==> src/rtl/queen_pkg.sv <==
// ============================================================================
// queen_pkg: shared FSM state type and coordinate/diagonal helpers for the
// N-queens backtracking controller.
// Revision: 1.0
// ============================================================================
`default_nettype none

package queen_pkg;

    typedef enum logic [1:0] {
        IDLE = 2'd0,
        TRY  = 2'd1,
        PUSH = 2'd2,
        POP  = 2'd3
    } queen_state_t;

    // Stack word layout is {row, col} with row in the upper COORD_W bits.
    function automatic int coord_pack(input int row, input int col, input int coord_w);
        return (row << coord_w) | col;
    endfunction

    function automatic int coord_row(input int word, input int coord_w);
        return word >> coord_w;
    endfunction

    function automatic int coord_col(input int word, input int coord_w);
        return word & ((1 << coord_w) - 1);
    endfunction

    function automatic int diag_a_idx(input int row, input int col);
        return row + col;
    endfunction

    function automatic int diag_b_idx(input int row, input int col, input int n);
        return row - col + n - 1;
    endfunction

endpackage

`default_nettype wire

==> src/rtl/queen_safety_check.sv <==
// ============================================================================
// queen_safety_check: combinational test of one candidate (row, col) against
// the column and both diagonal occupancy masks.
// Revision: 1.0
// ============================================================================
`default_nettype none

module queen_safety_check
    import queen_pkg::*;
#(
    parameter  int N       = 8,
    localparam int COORD_W = $clog2(N)
) (
    input  logic [N-1:0]     i_col_used,
    input  logic [2*N-2:0]   i_diag_a_used,
    input  logic [2*N-2:0]   i_diag_b_used,
    input  logic [COORD_W-1:0] i_row,
    input  logic [COORD_W:0] i_col,
    output logic             o_safe
);

    int w_ia;
    int w_ib;

    // Loops compare against each index so an out-of-range col never indexes a mask.
    always_comb begin
        w_ia   = diag_a_idx(int'(i_row), int'(i_col));
        w_ib   = diag_b_idx(int'(i_row), int'(i_col), N);
        o_safe = (int'(i_col) < N);
        for (int i = 0; i < N; i++) begin
            if (i_col_used[i] && (i == int'(i_col))) o_safe = 1'b0;
        end
        for (int i = 0; i < 2*N-1; i++) begin
            if (i_diag_a_used[i] && (i == w_ia)) o_safe = 1'b0;
            if (i_diag_b_used[i] && (i == w_ib)) o_safe = 1'b0;
        end
    end

endmodule

`default_nettype wire

==> src/rtl/queen_backtrack_controller.sv <==
// ============================================================================
// queen_backtrack_controller: N-queens search FSM driving an external stack.
// Optional macro QUEEN_ALL_SOLUTIONS_EN enumerates every solution.
// Revision: 1.0
// ============================================================================
`default_nettype none

module queen_backtrack_controller
    import queen_pkg::*;
#(
    parameter  int N       = 8,
    localparam int COORD_W = $clog2(N),
    localparam int SIZE    = 2*COORD_W
) (
    input  logic                   clk,
    input  logic                   reset,
    input  logic                   start,
    input  logic                   stack_zero,
    input  logic                   stack_full,
    input  logic [SIZE-1:0]        stack_data_in,
    output logic                   push,
    output logic                   pop,
    output logic [SIZE-1:0]        stack_data_out,
    output logic                   busy,
    output logic                   done,
    output logic                   found,
    output logic [N*COORD_W-1:0]   queen_cols
`ifdef QUEEN_ALL_SOLUTIONS_EN
    ,
    output logic [7:0]             solution_count,
    output logic                   solution_valid
`endif
);

    localparam logic [COORD_W:0]   c_col_one = (COORD_W+1)'(1);
    localparam logic [COORD_W-1:0] c_row_one = COORD_W'(1);

    queen_state_t           r_state;
    logic [COORD_W-1:0]     r_row;
    logic [COORD_W:0]       r_col;
    logic [N-1:0]           r_col_used;
    logic [2*N-2:0]         r_diag_a;
    logic [2*N-2:0]         r_diag_b;
    logic                   r_push;
    logic                   r_pop;
    logic [SIZE-1:0]        r_data_out;
    logic                   r_busy;
    logic                   r_done;
    logic                   r_found;
    logic [N*COORD_W-1:0]   r_queen_cols;
`ifdef QUEEN_ALL_SOLUTIONS_EN
    logic [7:0]             r_solution_count;
    logic                   r_solution_valid;
`endif

    logic                   w_safe;
    logic                   w_col_end;
    logic                   w_last_row;
    logic [COORD_W-1:0]     w_pop_row;
    logic [COORD_W-1:0]     w_pop_col;
    logic [N-1:0]           w_set_col;
    logic [N-1:0]           w_clr_col;
    logic [2*N-2:0]         w_set_da;
    logic [2*N-2:0]         w_set_db;
    logic [2*N-2:0]         w_clr_da;
    logic [2*N-2:0]         w_clr_db;

    queen_safety_check #(.N(N)) u_safety (
        .i_col_used    (r_col_used),
        .i_diag_a_used (r_diag_a),
        .i_diag_b_used (r_diag_b),
        .i_row         (r_row),
        .i_col         (r_col),
        .o_safe        (w_safe)
    );

    assign w_col_end  = (r_col == (COORD_W+1)'(N));
    assign w_last_row = (r_row == COORD_W'(N-1));
    assign w_pop_row  = COORD_W'(coord_row(int'(stack_data_in), COORD_W));
    assign w_pop_col  = COORD_W'(coord_col(int'(stack_data_in), COORD_W));

    // One-hot mask bits for the placement being pushed and the one being popped.
    always_comb begin
        for (int i = 0; i < N; i++) begin
            w_set_col[i] = (i == int'(r_col));
            w_clr_col[i] = (i == int'(w_pop_col));
        end
        for (int i = 0; i < 2*N-1; i++) begin
            w_set_da[i] = (i == diag_a_idx(int'(r_row), int'(r_col)));
            w_set_db[i] = (i == diag_b_idx(int'(r_row), int'(r_col), N));
            w_clr_da[i] = (i == diag_a_idx(int'(w_pop_row), int'(w_pop_col)));
            w_clr_db[i] = (i == diag_b_idx(int'(w_pop_row), int'(w_pop_col), N));
        end
    end

    always_ff @(posedge clk or posedge reset) begin
        if (reset) begin
            r_state          <= IDLE;
            r_row            <= '0;
            r_col            <= '0;
            r_col_used       <= '0;
            r_diag_a         <= '0;
            r_diag_b         <= '0;
            r_push           <= 1'b0;
            r_pop            <= 1'b0;
            r_data_out       <= '0;
            r_busy           <= 1'b0;
            r_done           <= 1'b0;
            r_found          <= 1'b0;
            r_queen_cols     <= '0;
`ifdef QUEEN_ALL_SOLUTIONS_EN
            r_solution_count <= '0;
            r_solution_valid <= 1'b0;
`endif
        end else begin
            r_push <= 1'b0;
            r_pop  <= 1'b0;
            r_done <= 1'b0;
`ifdef QUEEN_ALL_SOLUTIONS_EN
            r_solution_valid <= 1'b0;
`endif
            case (r_state)
                IDLE: begin
                    if (start) begin
                        r_col_used   <= '0;
                        r_diag_a     <= '0;
                        r_diag_b     <= '0;
                        r_queen_cols <= '0;
                        r_found      <= 1'b0;
                        r_row        <= '0;
                        r_col        <= '0;
                        r_busy       <= 1'b1;
`ifdef QUEEN_ALL_SOLUTIONS_EN
                        r_solution_count <= '0;
`endif
                        r_state      <= TRY;
                    end
                end
                TRY: begin
                    if (w_col_end) begin
                        if (stack_zero) begin
`ifdef QUEEN_ALL_SOLUTIONS_EN
                            r_found <= (r_solution_count != 8'd0);
`else
                            r_found <= 1'b0;
`endif
                            r_done  <= 1'b1;
                            r_busy  <= 1'b0;
                            r_state <= IDLE;
                        end else begin
                            r_pop   <= 1'b1;
                            r_state <= POP;
                        end
                    end else if (w_safe) begin
                        r_push     <= 1'b1;
                        r_data_out <= SIZE'(coord_pack(int'(r_row), int'(r_col[COORD_W-1:0]), COORD_W));
`ifdef QUEEN_ALL_SOLUTIONS_EN
                        r_solution_valid <= w_last_row;
`endif
                        r_state    <= PUSH;
                    end else begin
                        r_col <= r_col + c_col_one;
                    end
                end
                PUSH: begin
                    r_col_used <= r_col_used | w_set_col;
                    r_diag_a   <= r_diag_a | w_set_da;
                    r_diag_b   <= r_diag_b | w_set_db;
                    for (int r = 0; r < N; r++) begin
                        if (r == int'(r_row)) r_queen_cols[r*COORD_W +: COORD_W] <= r_col[COORD_W-1:0];
                    end
                    if (w_last_row) begin
`ifdef QUEEN_ALL_SOLUTIONS_EN
                        // Pop the final queen straight back and keep enumerating.
                        if (r_solution_count != 8'hFF) r_solution_count <= r_solution_count + 8'd1;
                        r_pop   <= 1'b1;
                        r_state <= POP;
`else
                        r_found <= 1'b1;
                        r_done  <= 1'b1;
                        r_busy  <= 1'b0;
                        r_state <= IDLE;
`endif
                    end else begin
                        r_row   <= r_row + c_row_one;
                        r_col   <= '0;
                        r_state <= TRY;
                    end
                end
                POP: begin
                    r_col_used <= r_col_used & ~w_clr_col;
                    r_diag_a   <= r_diag_a & ~w_clr_da;
                    r_diag_b   <= r_diag_b & ~w_clr_db;
                    r_row      <= w_pop_row;
                    r_col      <= {1'b0, w_pop_col} + c_col_one;
                    r_state    <= TRY;
                end
                default: r_state <= IDLE;
            endcase
        end
    end

    assign push           = r_push;
    assign pop            = r_pop;
    assign stack_data_out = r_data_out;
    assign busy           = r_busy;
    assign done           = r_done;
    assign found          = r_found;
    assign queen_cols     = r_queen_cols;
`ifdef QUEEN_ALL_SOLUTIONS_EN
    assign solution_count = r_solution_count;
    assign solution_valid = r_solution_valid;
`endif

    a_push_pop_excl: assert property (@(posedge clk) disable iff (reset) !(push && pop));
    a_no_push_full:  assert property (@(posedge clk) disable iff (reset) !(push && stack_full));
    a_no_pop_empty:  assert property (@(posedge clk) disable iff (reset) !(pop && stack_zero));

endmodule

`default_nettype wire

==> config.mk <==
export PLATFORM = sky130hd
export DESIGN_NAME = queen_backtrack_controller
export DESIGN_NICKNAME = d
export VERILOG_FILES = /design/src/rtl/queen_pkg.sv /design/src/rtl/queen_safety_check.sv /design/src/rtl/queen_backtrack_controller.sv
export SDC_FILE = /design/constraint.sdc
export NUM_CORES = 1
export LEC_CHECK = 0
export CORE_MARGIN = 8
export CORE_UTILIZATION = 50
export DETAILED_ROUTE_END_ITERATION = 7
export PLACE_DENSITY = 0.71
export SYNTH_ARGS = -nofsm -noshare
export SYNTH_HDL_FRONTEND = slang
export SYNTH_HIERARCHICAL = 1
export SYNTH_SLANG_ARGS = --single-unit
==> constraint.sdc <==
create_clock -name clk -period 4.7 [get_ports clk]
set_input_delay 0.94 -clock clk [delete_from_list [all_inputs] [get_ports clk]]
set_output_delay 0.94 -clock clk [all_outputs]
set_load 0.02 [all_outputs]
* Word level (Yosys, flattened, before mapping)
Cells that the tools add are included.
** Word-level totals
- Output and inout port bits :: 35
- Register bits :: 82
- Bits in latches :: 0
- Memory bits (read-only) :: 0
- Memories kept :: 0
- Bits in writable memories :: 0
- Input bits :: 11
- Word-level logic and storage cells :: 289
** Cells by class
- Divide/modulo/power cells :: 0
- Multipliers :: 0
- Reduce and logical (&&, ||, !) cells :: 63
- Magnitude comparators :: 1
- Equality and inequality tests :: 98
- Bitwise logic cells :: 11
- Mux-type cells :: 85
- Add/subtract/negate cells :: 11
- Shifts and indexed selects :: 0
** Operators with widths (number)
- equality test 5 x 32 -> 1 bit (first input constant) :: 14
- equality test 4 x 32 -> 1 bit (first input constant) :: 8
- equality test 3 x 32 -> 1 bit (first input constant) :: 4
- logical NOT 32 bit :: 4
- one-hot mux 15 bit (3 select lines) :: 2
- equality test 2 x 32 -> 1 bit (first input constant) :: 2
- two-way mux 1 bit :: 54
- equality test 5 x 7 -> 1 bit (first input constant) :: 7
- one-hot mux 24 bit (2 select lines) :: 1
- logical AND 1 bit :: 38
- adder 32 x 5 -> 32 bit (second input constant) :: 1
- subtractor 32 x 2 -> 32 bit (second input constant) :: 1
- bitwise AND 15 bit :: 2
- equality test 4 x 5 -> 1 bit (first input constant) :: 6
- two-way mux 3 bit :: 10
- != test 2 bit (second input constant) :: 15
- NOT 15 bit :: 2
- bitwise OR 15 bit :: 2
- AND reduction 3 bit :: 10
- equality test 4 x 7 -> 1 bit (first input constant) :: 4
- equality test 3 bit (first input constant) :: 8
- two-way mux 24 bit :: 1
- one-hot mux 8 bit (3 select lines) :: 1
- equality test 3 x 5 -> 1 bit (first input constant) :: 4
- other kinds (46) :: 68

* Logic depth before layout (Yosys ltp)
- Word-level depth :: 43
- Depth in mapped cells :: 14
- Depth with buffers taken out :: 13

* Cells and area by module
The synthesis kept the hierarchy.
** Modules (own cells, without submodules)
- queen_backtrack_controller :: times used 1, cells an instance 466, sequential area each 2052.0 µm², area an instance 4593.2 µm²
- queen_safety_check :: times used 1, cells an instance 70, sequential area each 0.0 µm², area an instance 709.4 µm²

* Worst setup path after synthesis
No wires, ideal clock.
- Path type :: reg-to-reg
- Start point :: register r_col[0]
- End point :: register r_col[0]
- Period minus slack after synthesis :: 3.393 ns
- Arrival time :: 3.268 ns
- Path buffers :: 0
- Slack :: 1.307 ns
- Cell stages (with the launch flop) :: 10
- Setup time :: 0.125 ns
- Data required time :: 4.575 ns
- Cells stage by stage :: dfrtp_1 -> ha_1 -> fa_1 -> mux4_1 -> a2111oi_4 -> o21ai_2 -> a221oi_2 -> o21ai_0 -> nand3_1 -> mux2_2
** Between the ends
- Longest elaborated chain between the ends :: 42
- Elaborated cells between the ends (all ways) :: 127
- Those cells by class :: add/sub: 5; order compare: 1; eq/ne: 38; mux: 41; reduce/logical: 42
** Ends and longest elaborated chain
- start: declaration :: RTL line queen_backtrack_controller.sv:40 : logic [COORD_W:0] r_col;
- start signal: assignment :: RTL line queen_backtrack_controller.sv:162 : r_col <= r_col + c_col_one;
- start signal: assignment :: RTL line queen_backtrack_controller.sv:195 : r_col <= {1'b0, w_pop_col} + c_col_one;
- branches (longest 39 deep; another with adder 32 x 5 -> 32 bit)
- two-way mux 1 bit * :: RTL line queen_safety_check.sv:35 : if (i_diag_b_used[i] && (i == w_ib)) o_safe = 1'b0;
- named net w_safe :: RTL line queen_backtrack_controller.sv:56 : logic w_safe;
- != test 2 bit (no line) *
- AND reduction 4 bit (no line) *
Mark *: on every way through the listed nets, which the timed path passes. The select of a mux whose other input is x is not followed.
A chain may end at the register's enable or synchronous reset.

* Final worst setup path
- Start point :: register r_row[0]
- End point :: register r_col[0]
** Between the ends
- Longest elaborated chain between the ends :: 36
- Elaborated cells between the ends (all ways) :: 98
- Those cells by class :: add/sub: 4; eq/ne: 31; mux: 30; reduce/logical: 33
** Ends and longest elaborated chain
- start: declaration :: RTL line queen_backtrack_controller.sv:39 : logic [COORD_W-1:0] r_row;
- start signal: assignment :: RTL line queen_backtrack_controller.sv:185 : r_row <= r_row + c_row_one;
- start signal: assignment :: RTL line queen_backtrack_controller.sv:194 : r_row <= w_pop_row;
- subtractor 3 x 4 -> 5 bit :: RTL line queen_pkg.sv:35 : return row - col + n - 1;
- adder 32 x 5 -> 32 bit
- subtractor 32 x 2 -> 32 bit
- logical NOT 32 bit :: RTL line queen_safety_check.sv:35
- logical AND 1 bit :: RTL line queen_safety_check.sv:35
- two-way mux 1 bit :: RTL line queen_safety_check.sv:35
- two-way mux 1 bit :: RTL line queen_safety_check.sv:34 : if (i_diag_a_used[i] && (i == w_ia)) o_safe = 1'b0;
- two-way mux 1 bit :: RTL line queen_safety_check.sv:35
- [21 not listed]
- two-way mux 1 bit :: RTL line queen_safety_check.sv:35
- two-way mux 1 bit :: RTL line queen_safety_check.sv:34
- two-way mux 1 bit :: RTL line queen_safety_check.sv:35
- two-way mux 1 bit :: RTL line queen_safety_check.sv:34
- two-way mux 1 bit * :: RTL line queen_safety_check.sv:35
- named net w_safe :: RTL line queen_backtrack_controller.sv:56
- != test 2 bit (no line) *
- AND reduction 4 bit (no line) *
The timed path passes the listed nets; every way through them passes the cells marked *.

==> results.sh <==
export IMPL_status="complete, no violations"
export IMPL_syn_inst=536
export IMPL_path_cells="inv_1 -> ha_1 -> inv_1 -> fa_1 -> nand2b_1 -> nand4b_1 -> a2111oi_1 -> and4bb_2 -> a221oi_2 -> o21ai_0 -> nand3_1 -> mux2_2"
export IMPL_clock_sinks=82
export IMPL_peakVddDrop_mv=0.388
export IMPL_firstDrtPassIters=7
export IMPL_hold_path_class="reg -> reg"
export IMPL_rsz0062_at_grt="no"
export IMPL_path_clk_slew_ns=0.09
export IMPL_drc=0
export IMPL_grt_pass1_vias=4364
export IMPL_yosysTopAreaCell="dfrtp_1"
export IMPL_grt_max_degree=47
export IMPL_avgSynthCellArea_um2=9.89
export IMPL_routed_wl_mm=13.3
export IMPL_gr_total_overflow=0
export IMPL_synth_seq_cells=82
export IMPL_critPathRequiredTime_ns=4.96
export IMPL_ioPinCount=46
export IMPL_clockRootBuffer="clkbuf_8"
export IMPL_wl_per_cell_um=18.8
export IMPL_fp_row_count=37
export IMPL_slowest_stage="fa_1"
export IMPL_cellPowerDensity_nw_per_um2=636
export IMPL_synth_most_common_cell="dfrtp_1"
export IMPL_synth_area_um2=5300
export IMPL_synth_edf_count=0
export IMPL_fin_nets=615
export IMPL_hpwl_mm=9.87
export IMPL_placed_cell_area_um2=5810
export IMPL_relSlewSlack=0.302
export IMPL_fmax_ghz=0.251
export IMPL_synth_yosys_seq_area_share=0.387
export IMPL_place_congestion=0.848
export IMPL_ys_top_cells_by_area="dfrtp_1 39%, ha_1 6.8%, a22o_1 4.3%, nand2_1 3.5%, o21ai_0 3.4%"
export IMPL_syn_nets=582
export IMPL_io_buffers=44
export IMPL_cp_num_buf_inv=2
export IMPL_maxCapViolations=0
export IMPL_drv_slew=0
export IMPL_min_period_ns=3.98
export IMPL_tightest_slew_ns=1.05
export IMPL_path_class="reg -> reg"
export IMPL_grt_use_total=0.190
export IMPL_cts_tree="built"
export IMPL_cts_hold_buf=0
export IMPL_leakage_nw=2.54
export IMPL_worstSetupEndpointType="register"
export IMPL_startpoint_type="register"
export IMPL_setup_ws_ns=0.721
export IMPL_area_growth_pct=13.5
export IMPL_via_per_inst=6.11
export IMPL_cpLargestDelayFamily="compound AO/OA/AOI/OAI gates"
export IMPL_finish_utilization=0.583
export IMPL_numCtsBuffers=9
export IMPL_dieArea_um2=14200
export IMPL_post_cts_setup_buffer_count=0
export IMPL_fin_tns_setup_ns=0
export IMPL_fp_dieH_um=119
export IMPL_dpl_worst_slack_ns=0.795
export IMPL_start_util=0.514
export IMPL_layout_drive_gt1_share=0.0906
export IMPL_critPathArrivalTime_ns=4.24
export IMPL_async_reset_ff_frac=1.00
export IMPL_antenna_found_initial=0
export IMPL_die_x_um=119
export IMPL_yosys_area_top_type_share=0.387
export IMPL_critPathMaxFanout=9
export IMPL_clk_path_buf_depth=2
export IMPL_hold_violations=0
export IMPL_cpPeakStageDelay_ns=0.71
export IMPL_ys_types=74
export IMPL_antenna_cells=0
export IMPL_ant_nets=0
export IMPL_synthTopCellsByCount="82 x dfrtp_1, 49 x nand2_1, 38 x inv_1"
export IMPL_synthFlopType="dfrtp_1"
export IMPL_whs_ns=0.488
export IMPL_period_share=0.847
export IMPL_core_region_area_um2=10300
export IMPL_fin_skew_ns=0.0150
export IMPL_vias=4339
export IMPL_ys_warn_count=6
export IMPL_post_cts_resized=0
export IMPL_crit_top_cell="inv_1"
export IMPL_cts_max_level=3
export IMPL_fin_area_um2=6020
export IMPL_grt_pass1_wl_mm=22.0
export IMPL_clk_latency_ns=0.37
export IMPL_drtIter0Drc=263
export IMPL_setup_violations=0
[cells in the final DEF, fill, tap and decap left out, drive strengths merged, types with 15 or more instances in the layout]
cell type	instances
a21oi	16
a22o	26
a31oi	16
a32o	15
clkdlybuf4s50	44
dfrtp	82
ha	29
inv	40
nand2	49
nand3	20
nor2	26
o21ai	38
[metal layers]
metal	GRT usage	wire length, um
met5	0	0
met4	0.0806	214
met3	0.0307	738
met2	0.302	6390
met1	0.252	5990
[worst paths after layout]
check	startpoint	endpoint	slack, ns	depth (start not counted)
hold / removal	stack_data_out[2]$_DFFE_PP0P_	stack_data_out[2]$_DFFE_PP0P_	0.49	2
setup reg to reg	r_row[0]$_DFFE_PP0P_	r_col[0]$_DFFE_PP0P_	0.72	12
min in group asynchronous	reset	r_diag_a[5]$_DFFE_PP0P_	1.01	2
setup / recovery	r_row[0]$_DFFE_PP0P_	r_col[0]$_DFFE_PP0P_	0.72	12
max in group asynchronous	reset	queen_cols[18]$_DFFE_PP0P_	2.74	3
hold reg to reg	stack_data_out[2]$_DFFE_PP0P_	stack_data_out[2]$_DFFE_PP0P_	0.49	2
[sequential cells by signal (all words and copies together) (netlist names)]
register and count:
stack_data_out 6, push 1, r_col 4, queen_cols 24, busy 1, r_col_used 8, r_state 2, r_diag_a 15
pop 1, found 1, done 1, r_row 3, r_diag_b 15
[worst min-delay path: stages (launching register included)]
cell	delay (ns)
dfrtp_1	0.35
nand2_1	0.04
o21ai_0	0.06
[power by group]
part           internal [mW]  switching (mW)  total (mW)  leakage (nW)
Combinational          0.846            1.49        2.34          1.32
Clock                  0.266           0.275       0.541         0.101
Sequential             0.822           0.131       0.952          1.12
Total                   1.93            1.90        3.83          2.54
[logic make-up after synthesis]
group,count (synthesis),synth area share
AO/OA/AOI/OAI,171,0.238
XOR/XNOR,11,0.0196
adder cells (fa/ha/maj),35,0.0911
buffers and inverters,66,0.0550
flip-flops,82,0.387
multiplexers,17,0.0507
AND/OR/NAND/NOR,154,0.159
[stage by stage]
step                power, mW  cells
global route             4.11    710
detailed placement       3.26    694
floorplan                2.74    536
finish                   3.83    710
global placement         3.22    694
CTS                      3.81    710
[layout make-up]
cell class	instances	area [um2]
Fill cell	876	4310
Timing Repair Buffer	49	478
Clock buffer	10	138
Inverter	39	148
Tap cell	136	170
Sequential cell	82	2050
Clock inverter	6	73.8
Multi-Input combinational cell	388	2960
Note: power is estimated with default switching activity, not from simulation.
